File: src/rtl/dir_pkg.sv
// Shared directory message definitions: opcodes, unit ids and message payload layout.
package dir_pkg;

  localparam int unsigned DIR_OP_W    = 3;
  localparam int unsigned DIR_UNIT_W  = 2;
  localparam int unsigned DIR_ADDR_W  = 32;
  localparam int unsigned DIR_CL_SIZE = 128;

  localparam logic [DIR_OP_W-1:0] DIR_NOOP  = 3'd0;
  localparam logic [DIR_OP_W-1:0] DIR_REPLY = 3'd2;
  localparam logic [DIR_OP_W-1:0] DIR_RD    = 3'd3;
  localparam logic [DIR_OP_W-1:0] DIR_WR    = 3'd4;
  localparam logic [DIR_OP_W-1:0] DIR_INV   = 3'd5;
  localparam logic [DIR_OP_W-1:0] DIR_UPD   = 3'd6;
  localparam logic [DIR_OP_W-1:0] DIR_RWITM = 3'd7;

  localparam logic [DIR_UNIT_W-1:0] UNIT_IC  = 2'd1;
  localparam logic [DIR_UNIT_W-1:0] UNIT_DC  = 2'd2;
  localparam logic [DIR_UNIT_W-1:0] UNIT_MEM = 2'd3;

  // Sideband without the line data; the data width is a per-channel parameter.
  typedef struct packed {
    logic [DIR_OP_W-1:0]   op;
    logic [DIR_UNIT_W-1:0] src;
    logic [DIR_UNIT_W-1:0] dest;
    logic [DIR_ADDR_W-1:0] addr;
  } dir_hdr_t;

  typedef struct packed {
    logic [DIR_OP_W-1:0]    op;
    logic [DIR_UNIT_W-1:0]  src;
    logic [DIR_UNIT_W-1:0]  dest;
    logic [DIR_ADDR_W-1:0]  addr;
    logic [DIR_CL_SIZE-1:0] data;
  } dir_msg_t;

  // Opcodes 0 (NOOP) and 1 (unassigned) carry no message.
  function automatic logic dir_op_valid(input logic [DIR_OP_W-1:0] op);
    return op >= DIR_REPLY;
  endfunction

endpackage

File: src/rtl/dir_msg_ram.sv
// DEPTH x W message storage: one synchronous write port, one asynchronous read port.
module dir_msg_ram #(
  parameter int unsigned DEPTH = 8,
  parameter int unsigned W     = 8
) (
  input  logic                     clk,
  input  logic                     we_i,
  input  logic [$clog2(DEPTH)-1:0] waddr_i,
  input  logic [W-1:0]             wdata_i,
  input  logic [$clog2(DEPTH)-1:0] raddr_i,
  output logic [W-1:0]             rdata_o
);

  logic [W-1:0] mem_q [DEPTH];

  always_ff @(posedge clk) begin
    if (we_i) mem_q[waddr_i] <= wdata_i;
  end

  assign rdata_o = mem_q[raddr_i];

endmodule

File: src/rtl/dir_msg_queue.sv
// Receive-side queue for one directory output channel; FWFT dequeue with registered head.
module dir_msg_queue
  import dir_pkg::*;
#(
  parameter int unsigned DEPTH     = 8,
  parameter int unsigned CL_SIZE   = 128,
  parameter int unsigned HAS_DATA  = 1,
  parameter int unsigned AF_MARGIN = 2
) (
  input  logic                        clk,
  input  logic                        rst_n,
  input  logic                        alloc,
  input  logic [DIR_OP_W-1:0]         operation,
  input  logic [DIR_UNIT_W-1:0]       src_in,
  input  logic [DIR_UNIT_W-1:0]       dest_in,
  input  logic [DIR_ADDR_W-1:0]       addr_in,
  input  logic [CL_SIZE-1:0]          data_in,
  output logic                        deq_valid,
  input  logic                        deq_ready,
  output logic [DIR_OP_W-1:0]         deq_operation,
  output logic [DIR_UNIT_W-1:0]       deq_src,
  output logic [DIR_UNIT_W-1:0]       deq_dest,
  output logic [DIR_ADDR_W-1:0]       deq_addr,
  output logic [CL_SIZE-1:0]          deq_data,
  output logic [$clog2(DEPTH):0]      count,
  output logic                        almost_full,
  output logic                        overflow,
  output logic                        bad_op
);

  localparam int unsigned PW = $clog2(DEPTH);
  localparam int unsigned CW = PW + 1;
  localparam int unsigned DW = (HAS_DATA != 0) ? CL_SIZE : 1;
  localparam int unsigned HW = $bits(dir_hdr_t);
  localparam int unsigned EW = HW + DW;

  logic [PW-1:0] wptr_q, wptr_d;
  logic [PW-1:0] rptr_q, rptr_d;
  logic [CW-1:0] count_q, count_d;
  logic          valid_q, valid_d;
  dir_hdr_t      hdr_q, hdr_d;
  logic [DW-1:0] data_q, data_d;
  logic          af_q, af_d;
  logic          ovf_q, ovf_d;
  logic          bad_q, bad_d;

  logic          push_req, push_ok, pop, full, bypass;
  dir_hdr_t      wr_hdr;
  logic [DW-1:0] wr_data;
  logic [EW-1:0] wr_entry, rd_entry;

  assign push_req = alloc && dir_op_valid(operation);
  assign full     = (count_q == CW'(DEPTH));
  assign pop      = valid_q && deq_ready;
  assign push_ok  = push_req && (!full || pop);

  assign wr_hdr   = '{op: operation, src: src_in, dest: dest_in, addr: addr_in};
  assign wr_data  = (HAS_DATA != 0) ? DW'(data_in) : '0;
  assign wr_entry = {wr_hdr, wr_data};

  dir_msg_ram #(
    .DEPTH (DEPTH),
    .W     (EW)
  ) u_ram (
    .clk     (clk),
    .we_i    (push_ok),
    .waddr_i (wptr_q),
    .wdata_i (wr_entry),
    .raddr_i (rptr_d),
    .rdata_o (rd_entry)
  );

  // Next head comes from the incoming push when nothing older survives this edge.
  always_comb begin
    wptr_d  = wptr_q;
    rptr_d  = rptr_q;
    count_d = count_q;
    valid_d = valid_q;
    hdr_d   = hdr_q;
    data_d  = data_q;
    af_d    = af_q;
    ovf_d   = ovf_q;
    bad_d   = bad_q;
    bypass  = 1'b0;

    if (push_ok) wptr_d = wptr_q + PW'(1);
    if (pop)     rptr_d = rptr_q + PW'(1);
    count_d = count_q + CW'(push_ok) - CW'(pop);
    valid_d = (count_d != '0);
    bypass  = push_ok && ((count_q - CW'(pop)) == '0);

    if (!valid_d) begin
      hdr_d  = '0;
      data_d = '0;
    end else if (bypass) begin
      {hdr_d, data_d} = wr_entry;
    end else begin
      {hdr_d, data_d} = rd_entry;
    end

    af_d  = (CW'(DEPTH) - count_d) <= CW'(AF_MARGIN);
    ovf_d = ovf_q | (push_req && full && !pop);
    bad_d = bad_q | (alloc && !dir_op_valid(operation));
  end

  always_ff @(posedge clk or negedge rst_n) begin
    if (!rst_n) begin
      wptr_q  <= '0;
      rptr_q  <= '0;
      count_q <= '0;
      valid_q <= 1'b0;
      hdr_q   <= '0;
      data_q  <= '0;
      af_q    <= 1'b0;
      ovf_q   <= 1'b0;
      bad_q   <= 1'b0;
    end else begin
      wptr_q  <= wptr_d;
      rptr_q  <= rptr_d;
      count_q <= count_d;
      valid_q <= valid_d;
      hdr_q   <= hdr_d;
      data_q  <= data_d;
      af_q    <= af_d;
      ovf_q   <= ovf_d;
      bad_q   <= bad_d;
    end
  end

  assign deq_valid     = valid_q;
  assign deq_operation = hdr_q.op;
  assign deq_src       = hdr_q.src;
  assign deq_dest      = hdr_q.dest;
  assign deq_addr      = hdr_q.addr;
  assign deq_data      = (HAS_DATA != 0) ? CL_SIZE'(data_q) : '0;
  assign count         = count_q;
  assign almost_full   = af_q;
  assign overflow      = ovf_q;
  assign bad_op        = bad_q;

endmodule
File: config.mk
export PLATFORM = sky130hd
export DESIGN_NAME = dir_msg_queue
export DESIGN_NICKNAME = d
export VERILOG_FILES = /design/src/rtl/dir_pkg.sv /design/src/rtl/dir_msg_ram.sv /design/src/rtl/dir_msg_queue.sv
export SDC_FILE = /design/constraint.sdc
export NUM_CORES = 1
export LEC_CHECK = 0
export ABC_CLOCK_PERIOD_IN_PS = 18200
export CORE_MARGIN = 2
export CORE_UTILIZATION = 31
export CTS_CLUSTER_SIZE = 20
export DETAILED_ROUTE_END_ITERATION = 12
export PLACE_DENSITY = 0.56
export SLEW_MARGIN = 20
export SYNTH_ARGS = -nofsm -noshare
export SYNTH_HDL_FRONTEND = slang
export SYNTH_HIERARCHICAL = 1
export SYNTH_SLANG_ARGS = --single-unit
File: constraint.sdc
create_clock -name clk -period 18.2 [get_ports clk]
set_clock_uncertainty 0.05 [all_clocks]
set_input_delay 4.55 -clock clk [delete_from_list [all_inputs] [get_ports clk]]
set_output_delay 4.55 -clock clk [all_outputs]
set_load 0.01 [all_outputs]
Word-level counts from Yosys, hierarchy flattened
Memories as Yosys holds them, arrays and structs flattened.
Index checks and enable logic that the tools add are counted.
Widths: inputs -> output; s select.
{"block": "classes", "n_mux": 7, "eq_ne": 1, "n_lt_le_gt_ge": 2, "n_bitwise": 2, "n_reduce_logical": 13, "addsub": 6}
{"operator": "$mux 128", "n": 2}
{"operator": "$mux 39", "n": 2}
{"operator": "$sub 4x1->4", "n": 2}
{"operator": "$logic_and 1x1->1", "n": 7}
{"operator": "$add 3x1->3 const B", "n": 2}
{"operator": "$add 4x1->4", "n": 1}
{"operator": "$eq 4x4->1 const B", "n": 1}
{"operator": "$le 4x2->1 const B", "n": 1}
{"operator": "$logic_not 4->1", "n": 1}
{"operator": "$reduce_bool 4->1", "n": 1}
{"operator": "$sub 4x4->4 const A", "n": 1}
{"operator": "$ge 3x2->1 const B", "n": 1}
{"operator": "$logic_not 1->1", "n": 3}
{"operator": "$mux 3", "n": 1}
{"operator": "$mux 1", "n": 2}
{"operator": "$or 1x1->1", "n": 2}
{"operator": "$logic_or 1x1->1", "n": 1}
{"block": "totals", "out_inout_bits": 175, "wordCells": 44, "ff_bits": 181, "n_memories": 1, "mem_bits_rw": 1336, "input_bits": 171}
{"name": "u_ram.mem_q", "depth": 8, "width": 167, "rd": 1, "rd_ports_with_merged_regs": 0, "wr": 1, "line": "dir_msg_ram.sv:14", "source": "logic [W-1:0] mem_q [DEPTH];"}

Depth between registers and ports, before layout
Gate-level depths: netlist (run 1).
{"block": "logic_depth", "depth_word": 8, "mapped_depth": 15, "ltp_nobuf": 14}

Modules after synthesis
The synthesis (run 1) kept the hierarchy.
{"mod": "dir_msg_ram", "area_per_inst_um2": 50170.6, "cells_per_inst": 1943, "n_inst": 1}
{"mod": "dir_msg_queue", "area_per_inst_um2": 9100.0, "cells_per_inst": 854, "n_inst": 1}

Worst setup path after synthesis (run 1)
Ideal clock, no wire load.
{"block": "synth_path", "kind": "input port to flip-flop", "from": "input operation[1]", "to": "memory u_ram/mem_q[0][0] in the netlist's numbering, enable pin", "cell_stages": 4, "t_arrival_ns": 16.527, "t_required_ns": 17.252, "setup_time_ns": 0.898, "path_slack_ns": 0.725, "path_buffers": 0, "path_cell_list": "o21a_1 > a21boi_1 > nand2b_1 > nor3_1"}
{"block": "synth_via", "elab_chain_cells": 5}
{"element": "start: declaration", "line": "dir_msg_queue.sv:13", "source": "input logic [DIR_OP_W-1:0] operation,"}
{"element": "$ge 3x2->1", "line": "dir_pkg.sv:39", "source": "return op >= DIR_REPLY;"}
{"element": "$logic_and 1x1->1", "line": "dir_msg_queue.sv:52", "source": "assign push_req = alloc && dir_op_valid(operation);"}
{"element": "$logic_and 1x1->1", "line": "dir_msg_queue.sv:55", "source": "assign push_ok = push_req && (!full || pop);"}
{"element": "net push_ok", "line": "dir_msg_queue.sv:47", "source": "logic push_req, push_ok, pop, full, bypass;"}
{"element": "$mux 1", "line": "dir_msg_ram.sv:17", "source": "if (we_i) mem_q[waddr_i] <= wdata_i;"}
{"element": "$mux 1 (implied by the code)", "line": "dir_msg_ram.sv:17"}
{"element": "end: declaration", "line": "dir_msg_ram.sv:14"}
The timed path passes the listed nets, and every way through them passes these cells.

Final worst setup path (run 1)
{"block": "layout_path", "from": "input operation[2]", "to": "register data_q[68], in the netlist deq_data[68]"}
{"block": "layout_via", "elab_chain_cells": 7}
{"element": "$ge 3x2->1 *", "line": "dir_pkg.sv:39"}
{"element": "$logic_and 1x1->1 *", "line": "dir_msg_queue.sv:52"}
{"element": "$logic_and 1x1->1 *", "line": "dir_msg_queue.sv:55"}
{"element": "net push_ok", "line": "dir_msg_queue.sv:47"}
{"element": "$add 4x1->4", "line": "dir_msg_queue.sv:88", "source": "count_d = count_q + CW'(push_ok) - CW'(pop);"}
{"element": "$sub 4x1->4", "line": "dir_msg_queue.sv:88"}
{"element": "$reduce_bool 4->1", "line": "dir_msg_queue.sv:89", "source": "valid_d = (count_d != '0);"}
{"element": "$mux 128 *", "line": "dir_msg_queue.sv:92", "source": "if (!valid_d) begin"}
{"element": "net data_d[68]", "line": "dir_msg_queue.sv:42", "source": "logic [DW-1:0] data_q, data_d;"}
{"element": "end signal: assignment", "line": "dir_msg_queue.sv:123", "source": "data_q <= data_d;"}
{"element": "end: declaration", "line": "dir_msg_queue.sv:42"}
The timed path passes the listed nets; every way through them passes the cells marked *.
A chain may end at the register's enable or synchronous reset.

==> results by group, run 1 <==
Run status
  • Status: complete, no violations

Worst setup path
  • Crit-path max FO: 51
  • Max stage delay cell, worst path: sky130_fd_sc_hd__buf_4
  • Worst R2R Setup Slack: 12860 ps
  • Critical Path RT: 18780 ps
  • Nature of the critical path endpoint: register
  • Endpoint of the most critical register-to-register path: deq_data[68]
  • Startpoint type of the worst setup path: input port
  • Source of the worst register-to-register timing path: count[2]
  • Classification of the worst setup path: in2reg
  • Arrival @ worst endpoint: 9900 ps
  • Cell count of the worst reg-to-reg path: 14
  • Series of cell instances along the critical path: clkdlybuf4s50_1 -> o21a_1 -> a21boi_1 -> inv_1 -> ha_1 -> inv_1 -> ha_1 -> inv_1 -> fa_1 -> ha_1 -> and2_4 -> buf_4 -> buf_4 -> a22oi_2
  • Largest incremental delay on the critical path: 970 ps

Yosys
  • Yosys top cell area share: 0.677
  • Fraction of synthesized area in multiplexers: 0.159
  • Predominant post-synthesis flop cell: sky130_fd_sc_hd__edfxtp_1
  • Number of register bits inferred by synthesis: 1517
  • Biggest area consumer among synthesized cells: sky130_fd_sc_hd__edfxtp_1
  • Synthesized area: 59300 µm²
  • Async set-or-reset flop fraction in the synthesized netlist: 0.119
  • Mapped Nets: 2980
  • Simple-gate share of the synthesized area: 0.0163
  • Number of flops mapped to enable cells by yosys: 1336
  • Adder-cell share of the synthesized area: 0.00266
  • Average footprint of a synthesized cell: 21.2 µm²
  • Portion of the post-synthesis area used by sequential elements: 0.753
  • Combinational family with the most area after synthesis: multiplexers
  • Post-Synth XOR/XNOR Area: 0.00116
  • Fraction of the mapped netlist area in compound gates: 0.0447
  • Post-Syn Instances: 2797
  • Count of warnings emitted by yosys: 6
  • Post-synthesis cell type count: 42
  • Dominant cells by area after synthesis: sky130_fd_sc_hd__edfxtp_1 (68%), sky130_fd_sc_hd__mux4_2 (13%), sky130_fd_sc_hd__dfrtp_1 (7.6%)

Global routing
  • Global router's overall resource usage: 0.160
  • Total grt overflow: 0
  • Initial antenna violation count: 20
  • Pin count of the biggest net entering global routing: 119
  • Vias in the first global route: 31400
  • First-pass GRT wire length: 225000 µm

Floorplan
  • Io pins: 346
  • Die Span Y: 441 µm
  • Standard cell core area: 190000 µm²
  • Site row count: 160
  • Overall die area: 195000 µm²
  • Initial standard-cell utilization of the core: 0.312
  • Width of the chip: 441 µm

Min path
  • Hold path startpoint: bad_op
  • Cells on Worst Hold Path: 1
  • Worst min path class: reg2reg
  • Hold Path Sink: bad_op

STA
  • Time the worst path needs with I/O delays and setup: 9320 ps
  • Fraction of the cycle the final worst path needs: 0.512
  • Remaining max-slew budget at the tightest pin: 0.271
  • Count of endpoints failing setup in the final report: 0
  • Final hold vios: 0
  • Setup TNS after final layout: 0 ps
  • Highest Clock Rate: 107 MHz
  • Fin. max-slew vios: 0
  • Unrepaired setup endpoints after global routing: no
  • Worst slew pin tran: 1090 ps

Layout
  • Final-stage net count: 3351
  • Area overhead of the layout relative to synthesis: 19.4%
  • Post-route core utilization: 0.373
  • Fraction of layout instances using a drive strength above 1: 0.279

Placement
  • Port bufs: 345
  • Routability Congestion: 0.688
  • Post-detail-place hpwl: 78500 µm

Power
  • Logic gate share of total power: 0.393
  • Total power of the final layout: 13.2 mW
  • Power share of the clock group: 0.256
  • Worst supply voltage drop on vdd: 0.000224 V
  • Leakage power of the design: 22.6 nW
  • Power density of the placed cells: 186 nW/µm²
  • Switch share: 0.343
  • Psw: 4.52 mW
  • Sequential share of power: 0.350
  • Internal power contribution: 8.65 mW

Clocking
  • Clk root buf: sky130_fd_sc_hd__clkbuf_16
  • Clock insertion delay at the later pin of the skew report: 810 ps
  • Setup bufs post-CTS: 0
  • Clk pin slew, worst setup/hold paths: 60 ps
  • Sink Count: 1517
  • CTS resizes: 0
  • Clock tree from TritonCTS: done
  • Number of hold-repair buffers added at the cts stage: 0
  • Clock Tree Buf Depth: 3
  • Number of buffers inserted during clock tree synthesis: 166
  • Maximum level of the CTS H-tree: 4

Route
  • Overall via count from detail_route: 29800
  • Routed len/inst: 26.9 µm
  • Number of DRC markers after the initial detailed-route iteration: 2444
  • First-pass iteration count of the detailed router: 5
  • Post-detailed-routing wire length: 157000 µm
  • DRT antenna net count: 0
  • Residual DRC count: 0
  • Via count normalized by instance count: 5.11

Flow run
  • MaxCap Viol Count: 0
-- metal layers --
layer | global-route usage | routed length [µm] | up-vias
met5 | 0 | 87 | -
met4 | 0.0475 | 3390 | 14
met3 | 0.0314 | 8610 | 235
met2 | 0.259 | 76100 | 941
met1 | 0.220 | 68800 | 16300
li1 | - | - | 12400
-- sequential cells by signal (all words and copies together) (netlist names) --
name / cells
almost_full: 1
bad_op: 1
count: 4
deq_addr: 32
deq_data: 128
deq_dest: 2
deq_operation: 3
deq_src: 2
deq_valid: 1
overflow: 1
rptr_q: 3
u_ram/mem_q: 1336
wptr_q: 3
-- placed cells by master (no fill, tap or decap), types with 4 or more instances in the layout --
master / n
sky130_fd_sc_hd__o21ai_0: 127
sky130_fd_sc_hd__edfxtp_1: 1336
sky130_fd_sc_hd__mux4_2: 334
sky130_fd_sc_hd__clkinv_2: 32
sky130_fd_sc_hd__buf_4: 54
sky130_fd_sc_hd__clkinv_1: 9
sky130_fd_sc_hd__dfrtp_1: 181
sky130_fd_sc_hd__clkinvlp_4: 5
sky130_fd_sc_hd__clkbuf_1: 52
sky130_fd_sc_hd__buf_12: 7
sky130_fd_sc_hd__clkdlybuf4s50_1: 344
sky130_fd_sc_hd__clkbuf_8: 14
sky130_fd_sc_hd__bufinv_16: 13
sky130_fd_sc_hd__nand3_1: 168
sky130_fd_sc_hd__o21ai_1: 41
sky130_fd_sc_hd__inv_1: 13
sky130_fd_sc_hd__mux2_2: 168
sky130_fd_sc_hd__clkbuf_16: 168
sky130_fd_sc_hd__ha_1: 11
sky130_fd_sc_hd__inv_6: 7
sky130_fd_sc_hd__diode_2: 9
sky130_fd_sc_hd__nand2b_1: 4
sky130_fd_sc_hd__a22oi_1: 77
sky130_fd_sc_hd__a22oi_2: 90
sky130_fd_sc_hd__nand2_1: 6
sky130_fd_sc_hd__inv_16: 6
sky130_fd_sc_hd__nor2_4: 6
-- through the flow --
| step | instance area (µm²) | setup WS, ps | std cells | hold slack, ps |
|---|---|---|---|---|
| 3_5_place_dp | 65300 | 8020 | 5511 | 413 |
| 6_report | 70800 | 8880 | 5832 | 435 |
| 5_1_grt | 70800 | 8570 | 5829 | 451 |
| 3_3_place_gp | 65300 | 8040 | 5510 | 394 |
| 2_1_floorplan | 59300 | 725 | 2797 | 388 |
| 4_1_cts | 70700 | 8910 | 5823 | 430 |
-- power groups by stage --
stage          logic (mW)  registers (mW)  clock network, mW
2_1_floorplan        3.47            4.79                  0
3_3_place_gp         5.21            4.68                  0
3_5_place_dp         5.26            4.69                  0
4_1_cts              5.27            4.62               3.47
5_1_grt              5.55            4.65               3.61
6_report             5.18            4.61               3.37
-- cell usage after synthesis (all sizes together) (2+ instances only) --
library cell,count
edfxtp,1336
mux4,334
dfrtp,181
mux2,169
nand3,168
o21ai,168
a22oi,167
buf,145
clkbuf,59
inv,13
ha,11
nor2,8
nand2,6
xnor2,6
nand2b,4
nor3,3
a31o,2
nor2b,2
-- logic make-up after synthesis --
logic type | Yosys count
DFF | 1517
muxes | 504
AOI/OAI and AO/OA | 347
buffers and inverters | 217
and+or+nand+nor | 193
adders and majority gates | 12
xor gates and xnor gates | 7
-- worst max-delay path: cells and delay by family --
| family | cells | cell delay, ps |
|---|---|---|
| compound gates | 3 | 970 |
| fa+ha+maj | 4 | 1200 |
| buf+inv | 6 | 2770 |
| simple gates | 1 | 310 |
-- worst max path at each step --
stage,start,end
after floorplan,operation[1],u_ram/mem_q[0][0]
after global placement,operation[2],deq_data[57]
after detailed placement,operation[2],deq_data[75]
after CTS,operation[2],deq_data[68]
after global routing,operation[2],deq_data[68]
final,operation[2],deq_data[68]
-- layout make-up --
class | count | area (µm²)
Antenna cell | 9 | 22.5
Clock buffer | 234 | 4590
Clock inverter | 78 | 878
Fill cell | 17300 | 119000
Inverter | 13 | 48.8
Multi-Input combinational cell | 1063 | 13400
Sequential cell | 1517 | 44600
Tap cell | 2511 | 3140
Timing Repair Buffer | 407 | 4030
(Power assumes the default switching activity.)
==> run 2, diff against run 1 <==
--- a/config.mk
+++ b/config.mk
@@ -5,12 +5,12 @@
 export SDC_FILE = /design/constraint.sdc
 export NUM_CORES = 1
 export LEC_CHECK = 0
-export ABC_CLOCK_PERIOD_IN_PS = 18200
+export ABC_CLOCK_PERIOD_IN_PS = 8000
 export CORE_MARGIN = 2
 export CORE_UTILIZATION = 31
 export CTS_CLUSTER_SIZE = 20
 export DETAILED_ROUTE_END_ITERATION = 12
-export PLACE_DENSITY = 0.56
+export PLACE_DENSITY = 0.58
 export SLEW_MARGIN = 20
 export SYNTH_ARGS = -nofsm -noshare
 export SYNTH_HDL_FRONTEND = slang
==> constraint.sdc (replaced) <==
create_clock -name clk -period 8 [get_ports clk]
set_clock_uncertainty 0.05 [all_clocks]
set_input_delay 2 -clock clk [delete_from_list [all_inputs] [get_ports clk]]
set_output_delay 2 -clock clk [all_outputs]
set_load 0.01 [all_outputs]
==> run 2 against run 1 <==
Compared with the run above:
- sequential share of layout area fell by 0.19 points
- wire length fell by 1.2%
- first-iteration DRC count rose by 1.1%
- power rose by 130%
- global-route usage fell by 0.18 points
==> results by group, run 2 (same netlist as run 1, synthesis figures left out) <==
Run status
  • Status: complete, no violations (unchanged)

Worst setup path
  • Arrival @ worst endpoint: 6380 ps (was 9900 ps)
  • Category of cells accounting for the largest share of critical-path delay: buffers and inverters (unchanged)
  • Critical Path RT: 8570 ps (was 18780 ps)
  • Source of the worst register-to-register timing path: count[2] (unchanged)
  • Largest incremental delay on the critical path: 710 ps (was 970 ps)
  • Series of cell instances along the critical path: clkdlybuf4s50_1 -> o21a_1 -> a21boi_1 -> inv_1 -> ha_1 -> inv_1 -> ha_1 -> inv_1 -> fa_1 -> ha_1 -> and2_4 -> buf_4 -> a22oi_1 (was clkdlybuf4s50_1 -> o21a_1 -> a21boi_1 -> inv_1 -> ha_1 -> inv_1 -> ha_1 -> inv_1 -> fa_1 -> ha_1 -> and2_4 -> buf_4 -> buf_4 -> a22oi_2)
  • Critical path buffer and inverter count: 5 (was 6)
  • Max stage delay cell, worst path: sky130_fd_sc_hd__clkdlybuf4s50_1 (was sky130_fd_sc_hd__buf_4)
  • Classification of the worst setup path: in2reg (unchanged)
  • Critical Path Source: operation[2] (unchanged)
  • Startpoint type of the worst setup path: input port (unchanged)
  • Nature of the critical path endpoint: register (unchanged)
  • Crit-path max FO: 31 (was 51)

Min path
  • Hold path startpoint: bad_op (unchanged)
  • Worst min path class: reg2reg (unchanged)

Global routing
  • Vias in the first global route: 31500 (was 31400)
  • Pin count of the biggest net entering global routing: 119 (unchanged)
  • Total grt overflow: 0 (unchanged)
  • Initial antenna violation count: 31 (was 20)
  • First-pass GRT wire length: 224000 µm (was 225000 µm)
  • Global router's overall resource usage: 0.159 (was 0.160)

Layout
  • Top reg by flops: u_ram/mem_q (unchanged)
  • Area overhead of the layout relative to synthesis: 19.8% (was 19.4%)
  • Number of flip-flops under the largest register name: 1336 (unchanged)
  • Fraction of layout instances using a drive strength above 1: 0.276 (was 0.279)
  • Cell area after layout: 71000 µm² (was 70800 µm²)
  • Commonest non-fill, non-tap cell in the layout: sky130_fd_sc_hd__edfxtp_1 (unchanged)
  • Leading cell types in the layout, fill and taps excluded: sky130_fd_sc_hd__edfxtp_1 (1336), sky130_fd_sc_hd__clkdlybuf4s50_1 (344), sky130_fd_sc_hd__mux4_2 (334), sky130_fd_sc_hd__dfrtp_1 (181) (unchanged)
  • Fill count: 17300 (about the same)
  • Final-stage net count: 3341 (was 3351)

Placement
  • Port bufs: 345 (unchanged)
  • Routability Congestion: 0.713 (was 0.688)
  • Post-detail-place hpwl: 78300 µm (was 78500 µm)
  • Post-detailed-placement cell area: 65500 µm² (was 65300 µm²)

Clocking
  • Sink Count: 1517 (unchanged)
  • Clock tree from TritonCTS: done (unchanged)
  • CTS resizes: 0 (unchanged)
  • Maximum level of the CTS H-tree: 4 (unchanged)
  • Clock Tree Buf Depth: 3 (unchanged)
  • Clock insertion delay at the later pin of the skew report: 810 ps (about the same)
  • Clk pin slew, worst setup/hold paths: 60 ps (about the same)
  • Setup bufs post-CTS: 0 (unchanged)
  • Number of hold-repair buffers added at the cts stage: 0 (unchanged)
  • Clk root buf: sky130_fd_sc_hd__clkbuf_16 (unchanged)
  • Number of buffers inserted during clock tree synthesis: 164 (was 166)

Power
  • Internal power contribution: 19.7 mW (was 8.65 mW)
  • Switch share: 0.342 (was 0.343)
  • Worst supply voltage drop on vdd: 0.00129 V (was 0.000224 V)
  • Sequential share of power: 0.351 (was 0.350)
  • Power density of the placed cells: 421 nW/µm² (was 186 nW/µm²)
  • Psw: 10.2 mW (was 4.52 mW)
  • Power share of the clock group: 0.253 (was 0.256)
  • Total power of the final layout: 29.9 mW (was 13.2 mW)
  • Leakage power of the design: 22.6 nW (about the same)
  • Logic gate share of total power: 0.397 (was 0.393)

Route
  • DRT antenna net count: 0 (unchanged)
  • First-pass iteration count of the detailed router: 7 (was 5)
  • Via count normalized by instance count: 5.09 (was 5.11)
  • Routed len/inst: 26.7 µm (was 26.9 µm)
  • Residual DRC count: 0 (unchanged)
  • Post-detailed-routing wire length: 155000 µm (was 157000 µm)
  • Overall via count from detail_route: 29600 (was 29800)
  • Number of DRC markers after the initial detailed-route iteration: 2470 (was 2444)

Floorplan
  • Die Span Y: 441 µm (unchanged)
  • Site row count: 160 (unchanged)
  • Initial standard-cell utilization of the core: 0.312 (unchanged)
  • Width of the chip: 441 µm (unchanged)
  • Standard cell core area: 190000 µm² (unchanged)
  • Io pins: 346 (unchanged)
  • Overall die area: 195000 µm² (unchanged)

STA
  • Fin. max-slew vios: 0 (unchanged)
  • Highest Clock Rate: 172 MHz
  • Worst slew pin tran: 1080 ps (was 1090 ps)
  • Unrepaired setup endpoints after global routing: no (unchanged)
  • Count of endpoints failing setup in the final report: 0 (unchanged)
  • Remaining max-slew budget at the tightest pin: 0.278 (was 0.271)
  • Setup TNS after final layout: 0 ps (unchanged)
  • Time the worst path needs with I/O delays and setup: 5810 ps
  • Fraction of the cycle the final worst path needs: 0.726
  • Final hold vios: 0 (unchanged)

Flow run
  • MaxCap Viol Count: 0 (unchanged)
run 2: cell types whose count changed in the layout (fill, tap and decap cells not counted), moves of 3 or more:
cell,before,now
sky130_fd_sc_hd__bufinv_16,13,9
sky130_fd_sc_hd__clkinv_16,0,3
sky130_fd_sc_hd__inv_16,6,3
sky130_fd_sc_hd__buf_12,7,34
sky130_fd_sc_hd__clkbuf_8,14,24
sky130_fd_sc_hd__buf_4,54,20
sky130_fd_sc_hd__clkinv_2,32,26
run 2: cell type report:
cell class              count  area (µm²)  share of cell area
diodes                     10        25.0            0.000353
clock buffers             241        4680              0.0659
flip-flops and latches   1517       44600               0.629
clock inverters            67         741              0.0104
well taps                2511        3140              0.0443
inverters                  13        48.8            0.000687
multi-input cells        1063       13400               0.189
repair buffers            399        4290              0.0604
run 2: routing by layer:
metal | GRT usage | vias up | wire length [µm]
met5 | 0 | - | 76
met1 | 0.205 | 16100 | 64400
met2 | 0.266 | 870 | 77800
met4 | 0.0588 | 12 | 5120
li1 | - | 12400 | -
met3 | 0.0302 | 266 | 7820
run 2: worst paths after layout:
kind / to / slack (ps) / cells after the start
setup / recovery: deq_data[122] / 2190 / 13
min in group asynchronous: deq_data[56] / 1120 / 1
hold reg to reg: bad_op / 420 / 1
setup reg to reg: deq_data[122] / 3680 / 13
max in group asynchronous: deq_data[107] / 5470 / 2
hold / removal: bad_op / 420 / 1
run 2: through the flow:
| step | setup slack (ps) | utilization | std cells | hold WS (ps) |
|---|---|---|---|---|
| global placement | 1330 | 0.345 | 5503 | 390 |
| global route | 1960 | 0.374 | 5820 | 425 |
| floorplan | -2440 | - | 2797 | 388 |
| CTS | 2220 | 0.374 | 5811 | 416 |
| detailed placement | 1320 | 0.345 | 5503 | 404 |
| finish | 2190 | 0.374 | 5821 | 417 |
run 2: power groups by stage:
| stage | registers, mW | clock network [mW] | logic (mW) |
|---|---|---|---|
| 6_report | 10.5 | 7.56 | 11.9 |
| 5_1_grt | 10.6 | 8.05 | 12.7 |
| 4_1_cts | 10.5 | 7.76 | 12.1 |
| 3_5_place_dp | 10.7 | 0 | 12.0 |
| 3_3_place_gp | 10.7 | 0 | 11.9 |
| 2_1_floorplan | 10.9 | 0 | 7.89 |
